**config.mk**
```make
export PLATFORM = sky130hd
export DESIGN_NAME = layer_mac_sequencer
export DESIGN_NICKNAME = d
export VERILOG_FILES = /design/src/rtl/layer_mac_sequencer.sv
export SDC_FILE = /design/constraint.sdc
export NUM_CORES = 1
export LEC_CHECK = 0
export CAP_MARGIN = 20
export CORE_AREA = 2 2 39 41
export CTS_CLUSTER_SIZE = 14
export DETAILED_ROUTE_END_ITERATION = 8
export DIE_AREA = 0 0 41 43
export GPL_TIMING_DRIVEN = 0
export HOLD_SLACK_MARGIN = 0.15
export PLACE_DENSITY_LB_ADDON = 0.08
export SLEW_MARGIN = 25
export SYNTH_ARGS = -nofsm -noshare
export SYNTH_HDL_FRONTEND = slang
export SYNTH_SLANG_ARGS = --single-unit
```
**constraint.sdc**
```tcl
create_clock -name clk -period 1.3 [get_ports clk]
set_input_delay 0.26 -clock clk [delete_from_list [all_inputs] [get_ports clk]]
set_output_delay 0.26 -clock clk [all_outputs]
set_load 0.005 [all_outputs]
```
**src/rtl/layer_mac_sequencer.sv**
```systemverilog
// Per-layer MAC sequencer: walks (neuron, input) indices on accepted acks,
// strobes accumulator clear/last/complete and flags layer completion.
module layer_mac_sequencer #(
  parameter int N_INPUTS  = 3,
  parameter int N_NEURONS = 4,
  parameter int IN_W      = 2,
  parameter int NEU_W     = 2
) (
  input  logic             clk,
  input  logic             rst,
  input  logic             start,
  input  logic             abort,
  input  logic             ack,
  output logic [IN_W-1:0]  in_idx,
  output logic [NEU_W-1:0] neu_idx,
  output logic             mac_clr,
  output logic             mac_last,
  output logic             ack_mac,
  output logic             layer_done,
  output logic             busy
);

  typedef enum logic [1:0] {
    IDLE = 2'd0,
    RUN  = 2'd1,
    DONE = 2'd2
  } state_t;

  localparam logic [IN_W-1:0]  IN_LAST  = IN_W'(N_INPUTS - 1);
  localparam logic [NEU_W-1:0] NEU_LAST = NEU_W'(N_NEURONS - 1);
  localparam logic             ONE_IN   = (N_INPUTS == 1);

  state_t           state_q, state_d;
  logic [IN_W-1:0]  in_idx_q, in_idx_d;
  logic [NEU_W-1:0] neu_idx_q, neu_idx_d;
  logic             mac_clr_q, mac_clr_d;
  logic             mac_last_q, mac_last_d;
  logic             ack_mac_q, ack_mac_d;
  logic             layer_done_q, layer_done_d;
  logic             busy_q, busy_d;

  always_ff @(negedge clk) begin
    if (rst) begin
      state_q      <= IDLE;
      in_idx_q     <= '0;
      neu_idx_q    <= '0;
      mac_clr_q    <= 1'b0;
      mac_last_q   <= 1'b0;
      ack_mac_q    <= 1'b0;
      layer_done_q <= 1'b0;
      busy_q       <= 1'b0;
    end else begin
      state_q      <= state_d;
      in_idx_q     <= in_idx_d;
      neu_idx_q    <= neu_idx_d;
      mac_clr_q    <= mac_clr_d;
      mac_last_q   <= mac_last_d;
      ack_mac_q    <= ack_mac_d;
      layer_done_q <= layer_done_d;
      busy_q       <= busy_d;
    end
  end

  always_comb begin
    state_d      = state_q;
    in_idx_d     = in_idx_q;
    neu_idx_d    = neu_idx_q;
    mac_clr_d    = 1'b0;
    mac_last_d   = mac_last_q;
    ack_mac_d    = 1'b0;
    layer_done_d = layer_done_q;
    busy_d       = busy_q;
    unique case (state_q)
      IDLE, DONE: begin
        if (start) begin
          state_d      = RUN;
          in_idx_d     = '0;
          neu_idx_d    = '0;
          mac_clr_d    = 1'b1;
          mac_last_d   = ONE_IN;
          layer_done_d = 1'b0;
          busy_d       = 1'b1;
        end
      end
      RUN: begin
        if (abort) begin
          state_d    = IDLE;
          in_idx_d   = '0;
          neu_idx_d  = '0;
          mac_last_d = 1'b0;
          busy_d     = 1'b0;
        end else if (ack) begin
          if (in_idx_q == IN_LAST) begin
            in_idx_d  = '0;
            ack_mac_d = 1'b1;
            if (neu_idx_q == NEU_LAST) begin
              state_d      = DONE;
              layer_done_d = 1'b1;
              busy_d       = 1'b0;
              mac_last_d   = 1'b0;
            end else begin
              neu_idx_d  = neu_idx_q + 1'b1;
              mac_clr_d  = 1'b1;
              mac_last_d = ONE_IN;
            end
          end else begin
            in_idx_d   = in_idx_q + 1'b1;
            mac_last_d = (in_idx_d == IN_LAST);
          end
        end
      end
      default: begin
        state_d = IDLE;
      end
    endcase
  end

  assign in_idx     = in_idx_q;
  assign neu_idx    = neu_idx_q;
  assign mac_clr    = mac_clr_q;
  assign mac_last   = mac_last_q;
  assign ack_mac    = ack_mac_q;
  assign layer_done = layer_done_q;
  assign busy       = busy_q;

endmodule

```
==> results.cfg, run 1 <==
[status]
status = finished, violations left
violations = setup timing

[power]
p_leak_nw = 0.388
power_density_nw_per_um2 = 951
finalPower_mw = 0.801
ir_drop_mv = 0.578

[grt]
met2_usage_pct = 25.9
grt_pass1_vias = 533
grt_max_degree = 11
overflow = 0
grt_pass1_wl_mm = 2.16
busiest_layer = met2
use_met1_pct = 20.0
antenna_found_initial = 0
track_usage_pct = 18.1
grt.met3_usage_pct = 9.42

[placement]
place.gp.congestion = 0.774
hpwlAfterDp_um = 779
placed_cell_area_um2 = 634
numPortBuffers = 12
place_ws_ns = -1.11

[worst_setup_path]
cpMostUsedCell = buf_6
crit_type = reg -> out
crit_arrival_ns = 1.52
critPathCaptureType = primary output
crit_family = flip-flops
r2r-end = neu_idx[0]$_SDFFE_NP0P_
path_cells = buf_6, buf_6
cpPeakStageDelay_ns = 0.33
cp_slowest_cell = dfxtp_4
r2r-start = neu_idx[0]$_SDFFE_NP0P_
required_ns = 1.04
cp_max_fo = 3
critPathLaunchType = register
crit_buf_inv = 2
r2r_cells = 4
rrSetupSlack_ns = -0.16

[synthesis]
synthTopCellsByCount = dfxtp_1, a21oi_1, inv_1
ys_seq_elements = 10
synth_seq_area_share_pct = 41.7
syn_inst = 54
syn_area_um2 = 480
synth_area_leaders = dfxtp_1, a21oi_1, nor3_1
yosys.area.top_type_share_pct = 41.7
synth_edf_count = 0
synth_most_common_cell = dfxtp_1
synth_nets = 60
synth_cell_types = 32
synthArstFlopShare_pct = 0
yosys.area.top_type = dfxtp_1
synth-main-ff-cell = dfxtp_1
yosysWarnings = 0
avgSynthCellArea_um2 = 8.90

[routing]
vias_per_cell = 5.15
detail-route-antenna-nets = 0
vias = 536
drtIter0Drc = 4
firstDrtPassIters = 4
wl_mm = 1.34
drc_errors = 0
wl_per_cell_um = 12.9

[cells_and_area]
design_area_um2 = 842
post_route_cells_drive_above_1_share_pct = 52.3
syn_to_final_growth_pct = 75.3
final_core_util_pct = 60.8
num_antenna_cells = 0
nets = 95

[clock_tree]
ctsHoldBuffers = 0
clock_sinks = 10
htreeDepth = 1
cts_tree = yes
root_buffer = clkbuf_4
clk_pin_slew_ns = 0.04
numCtsBuffers = 3
clkLatencyLatePin_ns = 0.34
cts_buffer_depth = 2

[timing]
setup_viol = 19
worst-slew-pin-transition_ns = 0.296
hold_viol = 0
fin_ws_ns = -0.484
relSlewSlack_pct = 80.3
rsz0062_at_grt = true
whs_ns = 0.524
fin_skew_ns = 0.00805
drv_slew = 0

[floorplanning]
initial_core_util_pct = 34.7
io-pin-count = 14
die-area_um2 = 1760
die_x_um = 41
rows = 14
die_h_um = 43
core_um2 = 1380

[job]
drv_cap = 0

[min_path]
hp-class = reg -> reg
min_from = layer_done$_SDFFE_NP0P_
min_to = layer_done$_SDFFE_NP0P_
min_path_cells = 2
worst max-delay path by stage:
stage                               to  slack, ns  cells after the start                   from
global placement    mac_clr$_SDFF_NP0_      -1.12                      5                  abort
CTS                          in_idx[1]      -0.49                      2  mac_last$_SDFFE_NP0P_
finish                       in_idx[1]      -0.48                      2  mac_last$_SDFFE_NP0P_
floorplan           mac_clr$_SDFF_NP0_      -0.55                      4                  abort
global route                 in_idx[1]      -0.52                      2  mac_last$_SDFFE_NP0P_
detailed placement  mac_clr$_SDFF_NP0_      -1.11                      5                  abort
worst reg2reg max path, cell delays in order, from the launching register on:
cell and delay [ns]:
dfxtp_2 0.30, buf_4 0.14, ha_2 0.21, o311a_4 0.40
mux2_4 0.30
cell families after synthesis:
| family | share of synthesized area, % |
|---|---|
| adders and majority gates | 2.60 |
| muxes | 4.43 |
| DFF | 41.7 |
| buffers and inverters | 6.51 |
| AOI/OAI and AO/OA | 18.8 |
| and+or+nand+nor | 26.0 |
what timing repair did:
action | in CTS | in global routing
endpoints found under the setup margin | 19 | 19
pin swaps | 11 | 7
resized for setup | 67 | 9
setup buffers | 11 | 1
cell type report:
| type | count | area, um2 |
|---|---|---|
| plain buffers | 2 | 16.3 |
| inverters | 3 | 11.3 |
| well taps | 16 | 20.0 |
| clock inverters | 11 | 42.5 |
| multi-input cells | 37 | 329 |
| clock buffers | 3 | 22.5 |
| fillers | 128 | 542 |
| repair buffers | 22 | 190 |
| flip-flops and latches | 10 | 210 |
metrics by stage:
stage	cells	setup TNS, ns
3_5_place_dp	82	-13.21
3_3_place_gp	82	-13.31
5_1_grt	104	-5.36
4_1_cts	105	-5.05
6_report	104	-4.89
2_1_floorplan	54	-3.21
flip-flops by register name, indices dropped and copies added, names as in the netlist:
signal	cells
neu_idx	2
ack_mac	1
busy	1
in_idx	1
state_q	2
mac_clr	1
layer_done	1
mac_last	1
where the power goes:
part / total, mW / switching (mW) / internal [mW] / leakage (nW)
sequential: 0.323 / 0.00670 / 0.317 / 0.0845
clock: 0.360 / 0.207 / 0.153 / 0.0671
combinational: 0.117 / 0.0519 / 0.0652 / 0.236
total: 0.801 / 0.266 / 0.535 / 0.388
cells in the final DEF, fill, tap and decap left out, types with 2 or more instances in the layout:
| cell type | count |
|---|---|
| a21oi_1 | 2 |
| a21oi_2 | 2 |
| buf_2 | 6 |
| buf_4 | 7 |
| buf_6 | 7 |
| buf_8 | 2 |
| clkbuf_4 | 3 |
| dfxtp_1 | 4 |
| dfxtp_2 | 5 |
| inv_1 | 13 |
| nand2_1 | 2 |
| nand3b_1 | 2 |
| nor2_1 | 3 |
metal layers:
metal  up-vias  wire length, um
met5         -                0
met4         0               27
met3         3              116
met2        24              656
met1       244              538
li1        265                -
No activity file was read; power rests on OpenSTA's default activity.
==> run 2: changes to the inputs <==
--- a/config.mk
+++ b/config.mk
@@ -6,10 +6,13 @@
 export NUM_CORES = 1
 export LEC_CHECK = 0
 export CAP_MARGIN = 20
-export CORE_AREA = 2 2 39 41
+export CELL_PAD_IN_SITES_DETAIL_PLACEMENT = 0
+export CELL_PAD_IN_SITES_GLOBAL_PLACEMENT = 1
+export CORE_ASPECT_RATIO = 1.1
+export CORE_MARGIN = 2
+export CORE_UTILIZATION = 29
 export CTS_CLUSTER_SIZE = 14
 export DETAILED_ROUTE_END_ITERATION = 8
-export DIE_AREA = 0 0 41 43
 export GPL_TIMING_DRIVEN = 0
 export HOLD_SLACK_MARGIN = 0.15
 export PLACE_DENSITY_LB_ADDON = 0.08
==> run 2 against run 1 <==
Worst hold slack lost 0.021 ns. Register-to-register slack lost 0.05 ns. Count of clock-buffer cells in the layout is the same. Total power shrank 2.1%. Die area grew 13%. The flow still finishes with violations (setup timing). Clock skew grew 0.0033 ns. Sequential share of layout area shrank 0.26 points. Setup slack gained 0.011 ns. Core utilization shrank 5.9 points. Critical path depth is the same. Via count grew 1.9%.
==> results.cfg, run 2 (synthesis gave the netlist of run 1 again) <==
[grt]
grt_pass1_vias = 566
track_usage_pct = 16.0
grt_max_degree = 11
overflow = 0
grt_pass1_wl_mm = 2.28
antenna_found_initial = 0

[worst_setup_path]
crit_arrival_ns = 1.51
path_cells = buf_6, buf_6
crit_type = reg -> out
cpPeakStageDelay_ns = 0.33
cp_max_fo = 3
cp_slowest_cell = dfxtp_4
critPathLaunchType = register
crit_buf_inv = 2
cpMostUsedCell = buf_6
required_ns = 1.04
critPathCaptureType = primary output
crit_family = flip-flops

[clock_tree]
cts_buffer_depth = 2
clkLatencyLatePin_ns = 0.33
clk_pin_slew_ns = 0.04
cts_tree = yes
root_buffer = clkbuf_4
clock_sinks = 10
htreeDepth = 1
numCtsBuffers = 3

[floorplanning]
die_h_um = 46.7
die_x_um = 42.8
rows = 15
io-pin-count = 14
core_um2 = 1560
initial_core_util_pct = 30.8
die-area_um2 = 2000

[placement]
numPortBuffers = 12
hpwlAfterDp_um = 784
place_ws_ns = -1.10
post-place-cells = 83
place.gp.congestion = 0.727

[routing]
wl_mm = 1.36
wl_per_cell_um = 12.7
vias_per_cell = 5.10
drc_errors = 0
detail-route-antenna-nets = 0
firstDrtPassIters = 4
drtIter0Drc = 9
vias = 546

[timing]
setup_viol = 19
fin_ws_ns = -0.473
hold_viol = 0
drv_slew = 0
worst-slew-pin-transition_ns = 0.292
rsz0062_at_grt = true
whs_ns = 0.503
fin_skew_ns = 0.0113
relSlewSlack_pct = 80.6

[cells_and_area]
post_route_cells_drive_above_1_share_pct = 52.2
stdcell_count = 107
mostFrequentLayoutCells = inv_1, buf_6, buf_2, buf_4, dfxtp_2
nets = 98
num_antenna_cells = 0
seq_area_um2 = 211
layout_commonest_cell = inv_1
multiInputGateArea_um2 = 317
fillers = 160
syn_to_final_growth_pct = 78.1

[power]
ir_drop_mv = 0.594
power_density_nw_per_um2 = 916
p_leak_nw = 0.407

[job]
drv_cap = 0

[status]
status = finished, violations left
violations = setup timing

[min_path]
hp-class = reg -> reg
run 2: per-layer routing:
layer | global-route usage, % | wire, um
met5 | 0 | 0
met4 | 10.6 | 14
met3 | 6.27 | 103
met2 | 26.4 | 688
met1 | 17.2 | 551
run 2: report_power, final:
part | internal, mW | total, mW | switching [mW]
clock | 0.148 | 0.335 | 0.187
combinational | 0.0729 | 0.127 | 0.0544
sequential | 0.317 | 0.322 | 0.00557
run 2: what timing repair did:
item	4_1_cts	5_1_grt
endpoints found under the setup margin	19	19
buffers inserted	12	1
pin swaps	11	4
hold buffers	0	0
resized for setup	73	5
run 2: through the flow:
step	total power [mW]	utilization, %	cell area [um2]	TNS, ns
after floorplan	0.422	-	494	-3.21
after global placement	0.459	40.8	636	-13.31
after detailed placement	0.457	40.8	636	-13.17
after CTS	0.801	53.2	828	-4.95
after global routing	0.845	54.9	856	-5.46
final	0.784	54.9	856	-4.93
run 2: worst paths after layout:
| kind | start | end | slack [ns] | cells after the start |
|---|---|---|---|---|
| worst max-delay path | mac_last$_SDFFE_NP0P_ | in_idx[1] | -0.47 | 2 |
| worst min-delay path | layer_done$_SDFFE_NP0P_ | layer_done$_SDFFE_NP0P_ | 0.50 | 2 |
| worst max register to register | neu_idx[0]$_SDFFE_NP0P_ | neu_idx[0]$_SDFFE_NP0P_ | -0.21 | 4 |
| worst min register to register | layer_done$_SDFFE_NP0P_ | layer_done$_SDFFE_NP0P_ | 0.50 | 2 |
run 2: final cells by class:
type	count	area share [%]
plain buffers	2	1.90
clock buffers	3	2.63
clock inverters	10	4.39
inverters	3	1.32
multi-input cells	37	37.0
flip-flops and latches	10	24.7
well taps	17	2.49
repair buffers	25	25.6
run 2: worst min-delay path, delay by kind of cell, from the launching register on:
family	cells	cell delay (ns)
AO/OA/AOI/OAI	1	0.11
flip-flops	1	0.31
AND/OR/NAND/NOR	1	0.05
==> run 3: changes to the inputs <==
--- a/config.mk
+++ b/config.mk
@@ -5,12 +5,14 @@
 export SDC_FILE = /design/constraint.sdc
 export NUM_CORES = 1
 export LEC_CHECK = 0
+export ABC_AREA = 1
 export CAP_MARGIN = 20
 export CELL_PAD_IN_SITES_DETAIL_PLACEMENT = 0
 export CELL_PAD_IN_SITES_GLOBAL_PLACEMENT = 1
 export CORE_ASPECT_RATIO = 1.1
 export CORE_MARGIN = 2
-export CORE_UTILIZATION = 29
+export CORE_UTILIZATION = 30
+export CTS_BUF_LIST = sky130_fd_sc_hd__clkbuf_8
 export CTS_CLUSTER_SIZE = 14
 export DETAILED_ROUTE_END_ITERATION = 8
 export GPL_TIMING_DRIVEN = 0
==> run 3 against run 2 <==
The run still ends with setup timing left. Critical path depth did not move. Area after synthesis rose by 6.0%. Routed wire length fell by 12%. Sequential cell count did not move. Global-route usage fell by 1.8 points. Non-clock buffer count fell by 7. Register-to-register slack improved by 0.29 ns. Sequential power rose by 4%. Critical path type unchanged. Largest power group unchanged. Highest routed layer unchanged.
==> results.cfg, run 3 <==
[floorplanning]
die_h_um = 47.2
die-area_um2 = 2040
io-pin-count = 14
rows = 15
initial_core_util_pct = 32.3
die_x_um = 43.3
core_um2 = 1580

[routing]
drtIter0Drc = 2
drc_errors = 0
firstDrtPassIters = 2
wl_mm = 1.19
vias_per_cell = 4.54
vias = 545
wl_per_cell_um = 9.90
detail-route-antenna-nets = 0

[timing]
hold_viol = 0
fin_ws_ns = -0.435
setup_viol = 11
rsz0062_at_grt = true
fin_skew_ns = 0.0142
whs_ns = 0.472
drv_slew = 0
relSlewSlack_pct = 87.8
worst-slew-pin-transition_ns = 0.183

[min_path]
min_from = state_q[1]$_SDFFE_NP0P_
hp-class = reg -> reg

[cells_and_area]
final_core_util_pct = 51.8
post_route_cells_drive_above_1_share_pct = 47.6
mostFrequentLayoutCells = inv_1, nand2_1, nor2_1
layout_commonest_cell = inv_1
syn_to_final_growth_pct = 60.4
num_antenna_cells = 0
nets = 110

[synthesis]
syn_inst = 71
synth_most_common_cell = nand2_1
synthTopCellsByCount = nand2_1, dfxtp_1, inv_1
yosys.area.top_type = dfxtp_1
synth_edf_count = 0
synth_nets = 77
synth_cell_types = 16
yosys.area.top_type_share_pct = 39.3
synthArstFlopShare_pct = 0
ys_seq_elements = 10
syn_area_um2 = 509
avgSynthCellArea_um2 = 7.17
synth_area_leaders = dfxtp_1, nand2_1, inv_1
synth_seq_area_share_pct = 39.3
yosysWarnings = 0
synth-main-ff-cell = dfxtp_1

[worst_setup_path]
critPathLaunchType = register
startpoint = mac_last$_SDFFE_NP0P_
rrSetupSlack_ns = 0.08
r2r-start = neu_idx[0]$_SDFFE_NP0P_
critPathCaptureType = primary output
cp_max_fo = 3
crit_arrival_ns = 1.48
required_ns = 1.04
crit_type = reg -> out

[power]
power_density_nw_per_um2 = 1160
ir_drop_mv = 0.784
finalPower_mw = 0.944
p_leak_nw = 0.406

[grt]
overflow = 0
track_usage_pct = 14.2
grt_pass1_vias = 523
antenna_found_initial = 0
grt_max_degree = 7
grt_pass1_wl_mm = 2.01

[status]
violations = setup timing
status = finished, violations left

[clock_tree]
cts_buffer_depth = 2
root_buffer = clkbuf_8
clkLatencyLatePin_ns = 0.32
clk_pin_slew_ns = 0.03
clock_sinks = 10
htreeDepth = 1
cts_tree = yes
numCtsBuffers = 3

[placement]
hpwlAfterDp_um = 840
numPortBuffers = 13
place.gp.congestion = 0.744

[job]
drv_cap = 0
==> run 3: where the power goes <==
group / switching, mW / internal [mW] / total [mW]
clock network: 0.209 / 0.251 / 0.461
logic: 0.0774 / 0.0717 / 0.149
registers: 0.0106 / 0.324 / 0.334
total: 0.297 / 0.647 / 0.944
==> run 3: logic make-up after synthesis <==
kind of cell / count (synthesis) / share of synthesized area [%]
buffers and inverters: 11 / 8.85
AOI/OAI and AO/OA: 8 / 9.58
and+or+nand+nor: 41 / 39.8
DFF: 10 / 39.3
adders and majority gates: 1 / 2.46
==> run 3: layer usage <==
| metal | global-route usage, % | vias to the layer above | wire length [um] |
|---|---|---|---|
| met5 | 0 | - | 0 |
| met4 | 16.4 | 0 | 37 |
| met2 | 20.9 | 16 | 548 |
| met1 | 14.2 | 235 | 527 |
| met3 | 6.54 | 4 | 75 |
| li1 | - | 290 | - |
==> run 3: final timing paths <==
check                           cells past startpoint                       to
worst max-delay path                                2                in_idx[1]
worst min-delay path                                2  state_q[1]$_SDFFE_NP0P_
worst max register to register                      9  neu_idx[0]$_SDFFE_NP0P_
worst min register to register                      2  state_q[1]$_SDFFE_NP0P_
==> run 3: layout make-up <==
| type | count | area [um2] |
|---|---|---|
| well taps | 17 | 21.3 |
| multi-input cells | 50 | 305 |
| inverters | 9 | 36.3 |
| fillers | 179 | 759 |
| clock buffers | 3 | 41.3 |
| clock inverters | 11 | 42.5 |
| plain buffers | 1 | 11.3 |
| repair buffers | 19 | 148 |
| flip-flops and latches | 10 | 211 |
==> run 3: worst max-delay path: stages (launching register included) <==
cell     delay (ns)
dfxtp_2        0.32
buf_6          0.11
buf_6          0.10
==> run 3: what timing repair did <==
action                     4_1_cts  5_1_grt
buffers inserted                 5        1
pin swaps                        9        8
setup endpoints to repair       19       15
resized for setup               63       11
hold buffers                     0        0
==> run 3: per-stage QoR <==
stage          instance area, um2  TNS (ns)  setup WS (ns)  instances
2_1_floorplan                 520    -0.774         -0.154         71
3_3_place_gp                  672    -11.06         -0.780        101
3_5_place_dp                  672    -11.02         -0.772        101
4_1_cts                       782     -3.29         -0.447        119
5_1_grt                       817     -3.53         -0.465        120
6_report                      817     -3.13         -0.435        120
==> edit: new RTL, flow settings as in run 2 <==
Set the parameter `IN_W` to 4 (it was 2).
--- a/src/rtl/layer_mac_sequencer.sv
+++ b/src/rtl/layer_mac_sequencer.sv
@@ -5,3 +5,3 @@
   parameter int N_NEURONS = 4,
-  parameter int IN_W      = 2,
+  parameter int IN_W      = 4,
   parameter int NEU_W     = 2
Ports: changed (resized in_idx); port bits go from 14 to 16. The function was not compared with the original's and may differ.
==> edit against run 2 <==
Total power grew 49%; wire length grew 62%; sequential cell count up 3; cell count rose by 43%; the run still ends with negative setup slack left; area after synthesis rose by 50%; critical endpoint unchanged; setup slack better by 0.056 ns; largest cell class unchanged; highest routed layer unchanged; design area increased by 41%.
==> edit: results (changes against run 2) <==
** Clock network
- Worst-Skew Late Latency :: 0.35 ns (+0.02 ns)

** Detailed routing
- Met2 wire len :: 1060 um (+54%)
- Vias :: 778 (+42%)
- The DRC violation total after the first TritonRoute iteration came to 16 (+7).

** Global route
- Wire length of the first global-routing pass :: 3590 um (+58%)
- The overall routing resource usage came to 17.0% (+0.97 points).
- The largest net degree at the start of global routing was 10 (-1).

** Place
- The routability congestion estimate came to 0.727 (about the same).
- Cell Area, Placed :: 932 sq um (+47%)
- Post-DP HPWL :: 1220 um (+55%)

** Floorplan
- The x dimension of the die was 51.5 um (+20%).

** Synthesis
- Post-Synthesis Net Count :: 91 (+52%)
- The fraction of the mapped netlist area in compound gates came to 21.2% (+2.5 points).
- The mux share of post-synthesis cell area is 0% (-4.4 points).
- The number of distinct library cell variants in the gate-level netlist after synthesis came to 31 (-3.1%).
- Post-Synth Adder-Cell Area :: 6.96% (+4.4 points)
- The share of the yosys chip area belonging to registers was 36.2% (-5.5 points).

** STA
- The final worst-path setup slack was -0.417 ns (+0.0563 ns).
- Aggregate negative setup slack :: -5.00 ns (-0.0738 ns)
- Final-report setup violation count :: 22 (+3)
- Relative max-transition margin :: 80.1% (-0.43 points)

** Power and ir drop
- Maximum resistive drop on vdd :: 0.612 mV (+3.1%)
- Cell leakage power :: 0.523 nW (+29%)

** Outcome
- The checks that failed: negative setup slack.
- The run finished, with violations left.

** Critical path
- Worst-path maximum fanout :: 2 (-1)
- The data arrival time of the critical path is 1.46 ns (-0.05 ns).

** Finish
- Layout fillers :: 229 (+43%)
- The total number of nets in the final design came to 133 (+36%).
[edit: cell types whose count changed after synthesis, moves of 3 or more]
cell and change:
sky130_fd_sc_hd__inv_1 +5, sky130_fd_sc_hd__o211ai_1 +4, sky130_fd_sc_hd__a31oi_1 +3, sky130_fd_sc_hd__dfxtp_1 +3
sky130_fd_sc_hd__ha_1 +3
[edit: through the flow]
step | instances | setup WS (ns)
2_1_floorplan | 82 | -0.468
3_3_place_gp | 126 | -1.18
3_5_place_dp | 126 | -1.21
4_1_cts | 153 | -0.425
5_1_grt | 153 | -0.453
6_report | 153 | -0.417
[edit: final timing paths]
path | startpoint | slack (ns) | endpoint
setup reg to reg | in_idx[0] | -0.10 | in_idx[2]
hold / removal | layer_done | 0.45 | layer_done
hold reg to reg | layer_done | 0.45 | layer_done
setup / recovery | in_idx[1] | -0.42 | in_idx[1]
[edit: cell families after synthesis]
logic type                 after synthesis
AOI/OAI and AO/OA                       23
adders and majority gates                4
buffers and inverters                   13
DFF                                     13
and+or+nand+nor                         29
[edit: final cells by class]
type | instances | area (sq um) | share of cell area, %
inverters | 8 | 35.0 | 2.90
repair buffers | 26 | 221 | 18.4
clock buffers | 3 | 22.5 | 1.87
well taps | 30 | 37.5 | 3.11
clock inverters | 14 | 78.8 | 6.54
flip-flops and latches | 13 | 279 | 23.1
multi-input cells | 56 | 508 | 42.1
plain buffers | 3 | 23.8 | 1.97
[edit: timing repair]
item                       CTS  global route
pin swaps                   11             9
buffers inserted            11             0
hold endpoints to repair     0             0
resized for setup           88            13
setup endpoints to repair   24            24
cloned                       1             0
[edit: layer usage]
metal | vias up | track usage, %
met5 | - | 0
met4 | 0 | 10.9
met3 | 4 | 4.84
met2 | 20 | 26.0
met1 | 368 | 20.3
li1 | 386 | -
[edit: power breakdown]
part	internal (mW)	switching [mW]
Clock	0.364	0.261
Sequential	0.404	0.00648
Combinational	0.0683	0.0626
Total	0.836	0.330
